--- src/rtl/debug_disp_arbiter.sv ---
// Round-robin owner selection for the shared 4-digit debug display, with a minimum dwell and a blanking gap between owners.
// Optional build macro DISP_ARB_PRIO_EN makes requester 3 a preempting priority source.
module debug_disp_arbiter #(
  parameter int               CNT_W = 24,
  parameter logic [CNT_W-1:0] DWELL = 24'd12_500_000,
  parameter logic [CNT_W-1:0] BLANK = 24'd1024
) (
  input  logic        clock,
  input  logic        reset,
  input  logic [3:0]  req,
  input  logic [15:0] data0,
  input  logic [15:0] data1,
  input  logic [15:0] data2,
  input  logic [15:0] data3,
  input  logic        lock,
  output logic [3:0]  grant,
  output logic [15:0] num,
  output logic        blank,
  output logic [3:0]  ack
);

  typedef enum logic [1:0] {S_IDLE, S_BLANK, S_SHOW} state_t;

  localparam logic [CNT_W-1:0] DWELL_LAST = DWELL - 1'b1;
  localparam logic [CNT_W-1:0] BLANK_LAST = BLANK - 1'b1;

  state_t           state_q, state_d;
  logic [1:0]       owner_q, owner_d;
  logic [1:0]       ptr_q, ptr_d;
  logic [CNT_W-1:0] cnt_q, cnt_d;
  logic [15:0]      num_q, num_d;
  logic [3:0]       ack_q, ack_d;
  logic [15:0]      owner_data;
  logic [1:0]       sel;

  function automatic logic [1:0] rr_pick(input logic [3:0] r, input logic [1:0] p);
    logic [1:0] idx;
    logic       found;
    rr_pick = p;
    found   = 1'b0;
    for (int i = 0; i < 4; i++) begin
      idx = p + 2'(i);
      if (!found && r[idx]) begin
        rr_pick = idx;
        found   = 1'b1;
      end
    end
`ifdef DISP_ARB_PRIO_EN
    if (r[3]) rr_pick = 2'd3;
`endif
  endfunction

  // Requester 3 never moves the pointer when it is the priority source.
  function automatic logic [1:0] ptr_after(input logic [1:0] owner, input logic [1:0] ptr);
`ifdef DISP_ARB_PRIO_EN
    ptr_after = (owner == 2'd3) ? ptr : owner + 2'd1;
`else
    ptr_after = owner + 2'd1;
    if (ptr == owner) ptr_after = owner + 2'd1;
`endif
  endfunction

`ifdef DISP_ARB_PRIO_EN
  logic req3_q;
  always_ff @(posedge clock or posedge reset) begin
    if (reset) req3_q <= 1'b0;
    else       req3_q <= req[3];
  end
`endif

  always_comb begin
    case (owner_q)
      2'd0:    owner_data = data0;
      2'd1:    owner_data = data1;
      2'd2:    owner_data = data2;
      default: owner_data = data3;
    endcase
  end

  always_ff @(posedge clock or posedge reset) begin
    if (reset) begin
      state_q <= S_IDLE;
      owner_q <= 2'd0;
      ptr_q   <= 2'd0;
      cnt_q   <= '0;
      num_q   <= '0;
      ack_q   <= '0;
    end else begin
      state_q <= state_d;
      owner_q <= owner_d;
      ptr_q   <= ptr_d;
      cnt_q   <= cnt_d;
      num_q   <= num_d;
      ack_q   <= ack_d;
    end
  end

  always_comb begin
    state_d = state_q;
    owner_d = owner_q;
    ptr_d   = ptr_q;
    cnt_d   = cnt_q;
    num_d   = num_q;
    ack_d   = '0;
    sel     = 2'd0;
    case (state_q)
      S_IDLE: begin
        if (req != 4'd0) begin
          owner_d = rr_pick(req, ptr_q);
          cnt_d   = '0;
          state_d = S_BLANK;
        end
      end
      S_BLANK: begin
        if (cnt_q == BLANK_LAST) begin
          cnt_d   = '0;
          state_d = S_SHOW;
        end else begin
          cnt_d = cnt_q + 1'b1;
        end
      end
      S_SHOW: begin
        // Dwell end takes precedence over the owner dropping its request.
        if (lock) begin
          cnt_d = cnt_q;
        end else if (cnt_q == DWELL_LAST) begin
          ack_d = 4'b0001 << owner_q;
          ptr_d = ptr_after(owner_q, ptr_q);
          cnt_d = '0;
          if (req == 4'd0) begin
            state_d = S_IDLE;
          end else begin
            sel = rr_pick(req, ptr_d);
            if (sel != owner_q) begin
              owner_d = sel;
              state_d = S_BLANK;
            end
          end
        end else if (!req[owner_q]) begin
          ptr_d   = ptr_after(owner_q, ptr_q);
          cnt_d   = '0;
          state_d = S_IDLE;
        end else begin
          cnt_d = cnt_q + 1'b1;
        end
      end
      default: state_d = S_IDLE;
    endcase
    if (state_q == S_SHOW || (state_q == S_BLANK && state_d == S_SHOW)) num_d = owner_data;
`ifdef DISP_ARB_PRIO_EN
    if ((state_q == S_SHOW || state_q == S_BLANK) && owner_q != 2'd3 && req[3] && !req3_q) begin
      owner_d = 2'd3;
      state_d = S_BLANK;
      cnt_d   = '0;
      ptr_d   = ptr_q;
      ack_d   = '0;
    end
`endif
  end

  always_comb begin
    grant = (state_q == S_IDLE) ? 4'd0 : (4'b0001 << owner_q);
    blank = (state_q != S_SHOW);
    num   = num_q;
    ack   = ack_q;
  end

endmodule

--- config.mk ---
export PLATFORM = sky130hd
export DESIGN_NAME = debug_disp_arbiter
export DESIGN_NICKNAME = d
export VERILOG_FILES = /design/src/rtl/debug_disp_arbiter.sv
export SDC_FILE = /design/constraint.sdc
export NUM_CORES = 1
export LEC_CHECK = 0
export CORE_MARGIN = 8
export CORE_UTILIZATION = 60
export CTS_BUF_LIST = sky130_fd_sc_hd__clkbuf_4 sky130_fd_sc_hd__clkbuf_8
export CTS_CLUSTER_SIZE = 30
export DETAILED_ROUTE_END_ITERATION = 8
export DONT_BUFFER_PORTS = 1
export PLACE_DENSITY_LB_ADDON = 0.05
export SYNTH_ARGS = -nofsm -noshare
export SYNTH_HDL_FRONTEND = slang
export SYNTH_SLANG_ARGS = --single-unit
--- constraint.sdc ---
create_clock -name clock -period 2.5 [get_ports clock]
set_clock_uncertainty 0.05 [all_clocks]
set_input_delay 0.5 -clock clock [delete_from_list [all_inputs] [get_ports clock]]
set_output_delay 0.5 -clock clock [all_outputs]
set_load 0.03 [all_outputs]
==> Word level (Yosys, flattened, before mapping) <==
Cells that the tools add are included.
{ "word_totals": {"reg_bits": 50, "output_inout_bits": 25, "elab_cells": 145} }
{ "op_classes": {"addsub": 8, "order_cmp": 9, "eq_ne": 15, "n_shift": 1, "muxes": 82, "bitwise": 1, "reduce_logical": 23} }
{ "op_table": {"columns": ["operator", "count"], "rows": [
  ["$mux W24", 5],
  ["$pmux W24 S3", 1],
  ["$mux W2", 27],
  ["$pmux W16 S3", 1],
  ["$mux W1", 33],
  ["$lt A2 B3 Y1 const B", 9],
  ["$add A24 B1 Y24 const B", 1],
  ["$eq A24 B10 Y1 const B", 1],
  ["$eq A24 B24 Y1 const B", 1],
  ["$bmux W1 S2", 9],
  ["$mux W4", 4],
  ["$ne A2 B2 Y1 const B", 7],
  ["$add A2 B2 Y2 const B", 4],
  ["$logic_and A1 B1 Y1", 7],
  ["$add A2 B1 Y2 const B", 3],
  ["$eq A2 B2 Y1 const B", 3],
  ["$logic_not A1 Y1", 6],
  ["$pmux W2 S3", 1],
  ["$reduce_and A3 Y1", 2],
  ["$reduce_and A6 Y1", 1],
  ["$eq A2 B1 Y1 const B", 2],
  ["$logic_not A2 Y1", 2],
  ["$logic_not A4 Y1", 1],
  ["$pmux W2 S2", 1],
  ["other kinds (7)", 7]
]} }

==> Logic depth before layout (Yosys ltp) <==
{ "logic_depth": {"word_depth": 41, "depth_mapped": 9, "mapped_depth_nobuf": 8} }

==> Worst setup path before layout <==
OpenSTA, ideal clock, no wires.
{ "synth_timing": {"path_kind": "flip-flop to flip-flop", "from": "register owner_q[0]", "to": "register owner_q[1]", "setup_ps": 128, "arrival_time_ps": 2375, "required_ps": 2322, "slack_ps": -53, "path_stages_with_launch": 10, "n_path_buf": 1, "path_cell_list": "dfrtp_1 buf_2 inv_1 ha_1 or3_1 a32oi_2 xnor2_1 o21ai_2 a21oi_2 mux2_1"} }
{ "synth_between": {"elab_chain_len": 37} }
{ "synth_rtl": {"columns": ["element", "line_no", "text"], "rows": [
  ["from (decl)", "28", "logic [1:0] owner_q, owner_d;"],
  ["from (signal assigned)", "90", "owner_q <= owner_d;"],
  ["$add A2 B1 Y2", "58, 59", null],
  ["$mux W2", "126", "end else if (cnt_q == DWELL_LAST) begin"],
  ["$mux W2", "124", "if (lock) begin"],
  ["$mux W2", "106", "case (state_q)"],
  ["$bmux W1 S2", "43", "if (!found && r[idx]) begin"],
  ["$mux W1 (not written as such)", "43", null],
  ["$mux W1", "43", null],
  ["$mux W1", "130", "if (req == 4'd0) begin"],
  ["[21 not listed]", null, null],
  ["$mux W2", "126", null],
  ["$mux W2", "124", null],
  ["$mux W2", "106", null],
  ["$mux W2", "134", "if (sel != owner_q) begin"],
  ["$mux W2", "130", null],
  ["$mux W2", "126", null],
  ["$mux W2", "124", null],
  ["$pmux W2 S2", "106", null]
]} }
Several ways; a longest one is shown, not always the timed one. The select of a mux whose other input is x is not followed.
A chain may end at the register's enable or synchronous reset.

==> Final worst setup path <==
Same ends and word-level chain as after synthesis.

==> results.md <==
- Max Cap Viol: 0
- Buffers added on ports: 0
- Syn_area_per_cell: 8.88 µm²
- Final setup vio count: 0
- FILL cells: 464
- Antenna-violating nets left: 0
- Data required, critical path: 2.65 ns
- Worst Setup Start Kind: register
- H-tree depth: 2
- Measured slew at the worst slew-check pin: 0.740 ns
- ANT cells: 0
- CTS root buffer: clkbuf_8
- Crit path max fanout: 5
- Die height: 90.6 µm
- Met3 Wirelength: 715 µm
- Drc violations: 0
- DRT met1 WL: 3800 µm
- Overflow after GRT: 0
- Post-route minimum period: 2.38 ns
- Postcts setup bufs: 0
- NumNets Final: 462
- Max Fclk: 419 MHz
- Worst Setup End Kind: register
- Synthesized area: 0.00334 mm²
- Reg clk slew, reported paths: 0.09 ns
- Deepest clock path buffer count: 2
- Slowest stage delay, CP: 0.39 ns
- Worst flop-to-flop path endpoint: owner_q[1]
- DR top layer: met4
- DP Wirelength: 6650 µm
- Worst skew pair latency: 0.31 ns
- Seq cells post-synth: 50
- Row count: 27
- CP bufs+invs: 2
- Final Power: 1.70 mW
- CTS buffer count: 5
- R2R depth: 8
- Slowest cell on crit path: dfrtp_1
- Via count: 2,985
- Period utilisation layout: 0.954
- Largest delay contributor family on the critical path: multiplexers
- Async SR Flop Fraction: 1.00
- Crit path arrival time: 2.54 ns
- Setup_tns: 0 ns
- Launching point of the worst reg2reg path: owner_q[0]
- Synth Flop Type: dfrtp_1
- PwrDens: 465 mW/mm²
- Placer Congestion: 0.907
- EDFF count, synth: 0
- Placed cell count: 446
- Fin Hold WS: 0.0485 ns
- Post-CTS sizing: 0
- Via/cell ratio: 6.57
- RSZ-0062 raised after global routing: false
- Syn nets: 457
- Layout cells sized above 1: 0.139
- Area Growth Syn to Fin: 9.52%
- CP cell instances: inv_1, ha_1, buf_4, mux4_2, a211oi_4, o21ai_2, a21oi_2, mux2_1
- Most used cells in the layout excluding fill and tap cells: 51 x nand2_1, 50 x dfrtp_1, 29 x o21ai_0, 20 x o21ai_1, 20 x buf_4
- Drt total wl: 8850 µm
- Die outline width: 90.6 µm
- Initial Utilization: 0.614
- CP Class: reg2reg
- Static Leak: 1.55 nW
- Final Hold Viols: 0
- R2r setup slk: 0.12 ns
- VDD IR max: 0.344 mV
- Commonest non-fill, non-tap cell in the layout: nand2_1
- Drt pass-1 iters: 6
- Yosys cell types: 62
- First-pass GRT wire length: 14,200 µm
- Hold WC Path Type: in2async
- Core Util, Final: 0.672
- DRT iter0 DRCs: 197
- Core area: 0.00544 mm²
- Status: complete, no violations
- WL met2: 4270 µm
- Number of max-slew violations in the final report: 0
- Relative slew slack: 0.506
- I/O pins: 96
- Post-Synthesis Cells: 376
- Antenna violations before repair: 0
- CTS Hold Bufs: 0
- Tot GR Track Use: 0.207
- Clock sinks: 50
- Vias in the first global route: 2,807
- TritonCTS clock tree: built
- Ys Warns: 0
- Count of non-filler cells in the finished layout: 454
- Worst setup startpoint: owner_q[0]
- Post-synthesis sequential area ratio: 0.375
- Die area: 0.00821 mm²
- WL/cell: 19.5 µm
- Largest net degree at the start of global routing: 51
-- synthesized netlist by cell type, drive strengths merged, types with 2 or more instances --
master  number  area (µm²)
nor2b        9        63.8
o211ai       2        28.8
nor2        17        66.3
mux4         2        45.0
nand4        7        43.8
dfrtp       50        1250
xor2         2        17.5
nand2       51         191
clkbuf      13        48.8
inv         14        52.6
mux2         3        33.8
and2         6        37.5
xnor2        4        35.0
a211oi      10         100
and4         5        43.8
o22ai        2        12.5
or3          2        12.5
nand3       17        85.1
a22o         5        43.8
nor3         8        56.3
ha          10         125
nor4         8        71.3
a21oi       14        77.6
o21ai       51         263
nand2b       2        12.5
mux2i        6        60.1
a222oi      16         160
buf         10        57.6
a21o         5        37.5
and3         7        43.8
-- state kept, by name, indices dropped and copies added, names as in the netlist --
name / cells
ptr_q: 2
state_q: 2
ack: 4
owner_q: 2
num: 16
cnt_q: 24
-- stage by stage --
stage,worst slack [ns],area [µm²]
floorplan,0.00457,3340
global placement,0.171,3500
detailed placement,0.125,3500
CTS,0.0875,3640
global route,0.00365,3660
finish,0.116,3660
-- power breakdown --
| part | switching (mW) | total (mW) | internal [mW] |
|---|---|---|---|
| Combinational | 0.121 | 0.208 | 0.0867 |
| Sequential | 0.00100 | 0.811 | 0.810 |
| Clock | 0.281 | 0.681 | 0.401 |
| Total | 0.403 | 1.70 | 1.30 |
-- worst max path at each step --
stage / endpoint / slack [ns] / cells past startpoint
floorplan: owner_q[1] / 0.005 / 9
global placement: cnt_q[6] / 0.17 / 7
detailed placement: cnt_q[6] / 0.12 / 7
CTS: grant[1] / 0.09 / 4
global route: grant[0] / 0.004 / 4
finish: owner_q[1] / 0.12 / 8
-- cell families after synthesis --
family,synth area share
AO/OA/AOI/OAI,0.247
buffers and inverters,0.0476
flip-flops,0.375
multiplexers,0.0416
adder cells (fa/ha/maj),0.0375
XOR/XNOR,0.0157
AND/OR/NAND/NOR,0.236
-- area by class of cell --
class | count | area (µm²) | area share
inverters | 14 | 52.6 | 0.0144
multi-input cells | 289 | 1960 | 0.535
repair buffers | 21 | 170 | 0.0465
clock buffers | 5 | 68.8 | 0.0188
clock inverters | 3 | 68.8 | 0.0188
flip-flops and latches | 50 | 1250 | 0.342
well taps | 72 | 90.1 | 0.0246
-- routing by layer --
layer	vias up	global-route usage
li1	1418	-
met1	1437	0.260
met2	125	0.340
met3	5	0.0615
met4	0	0.0499
met5	-	0
(Power assumes the default switching activity.)
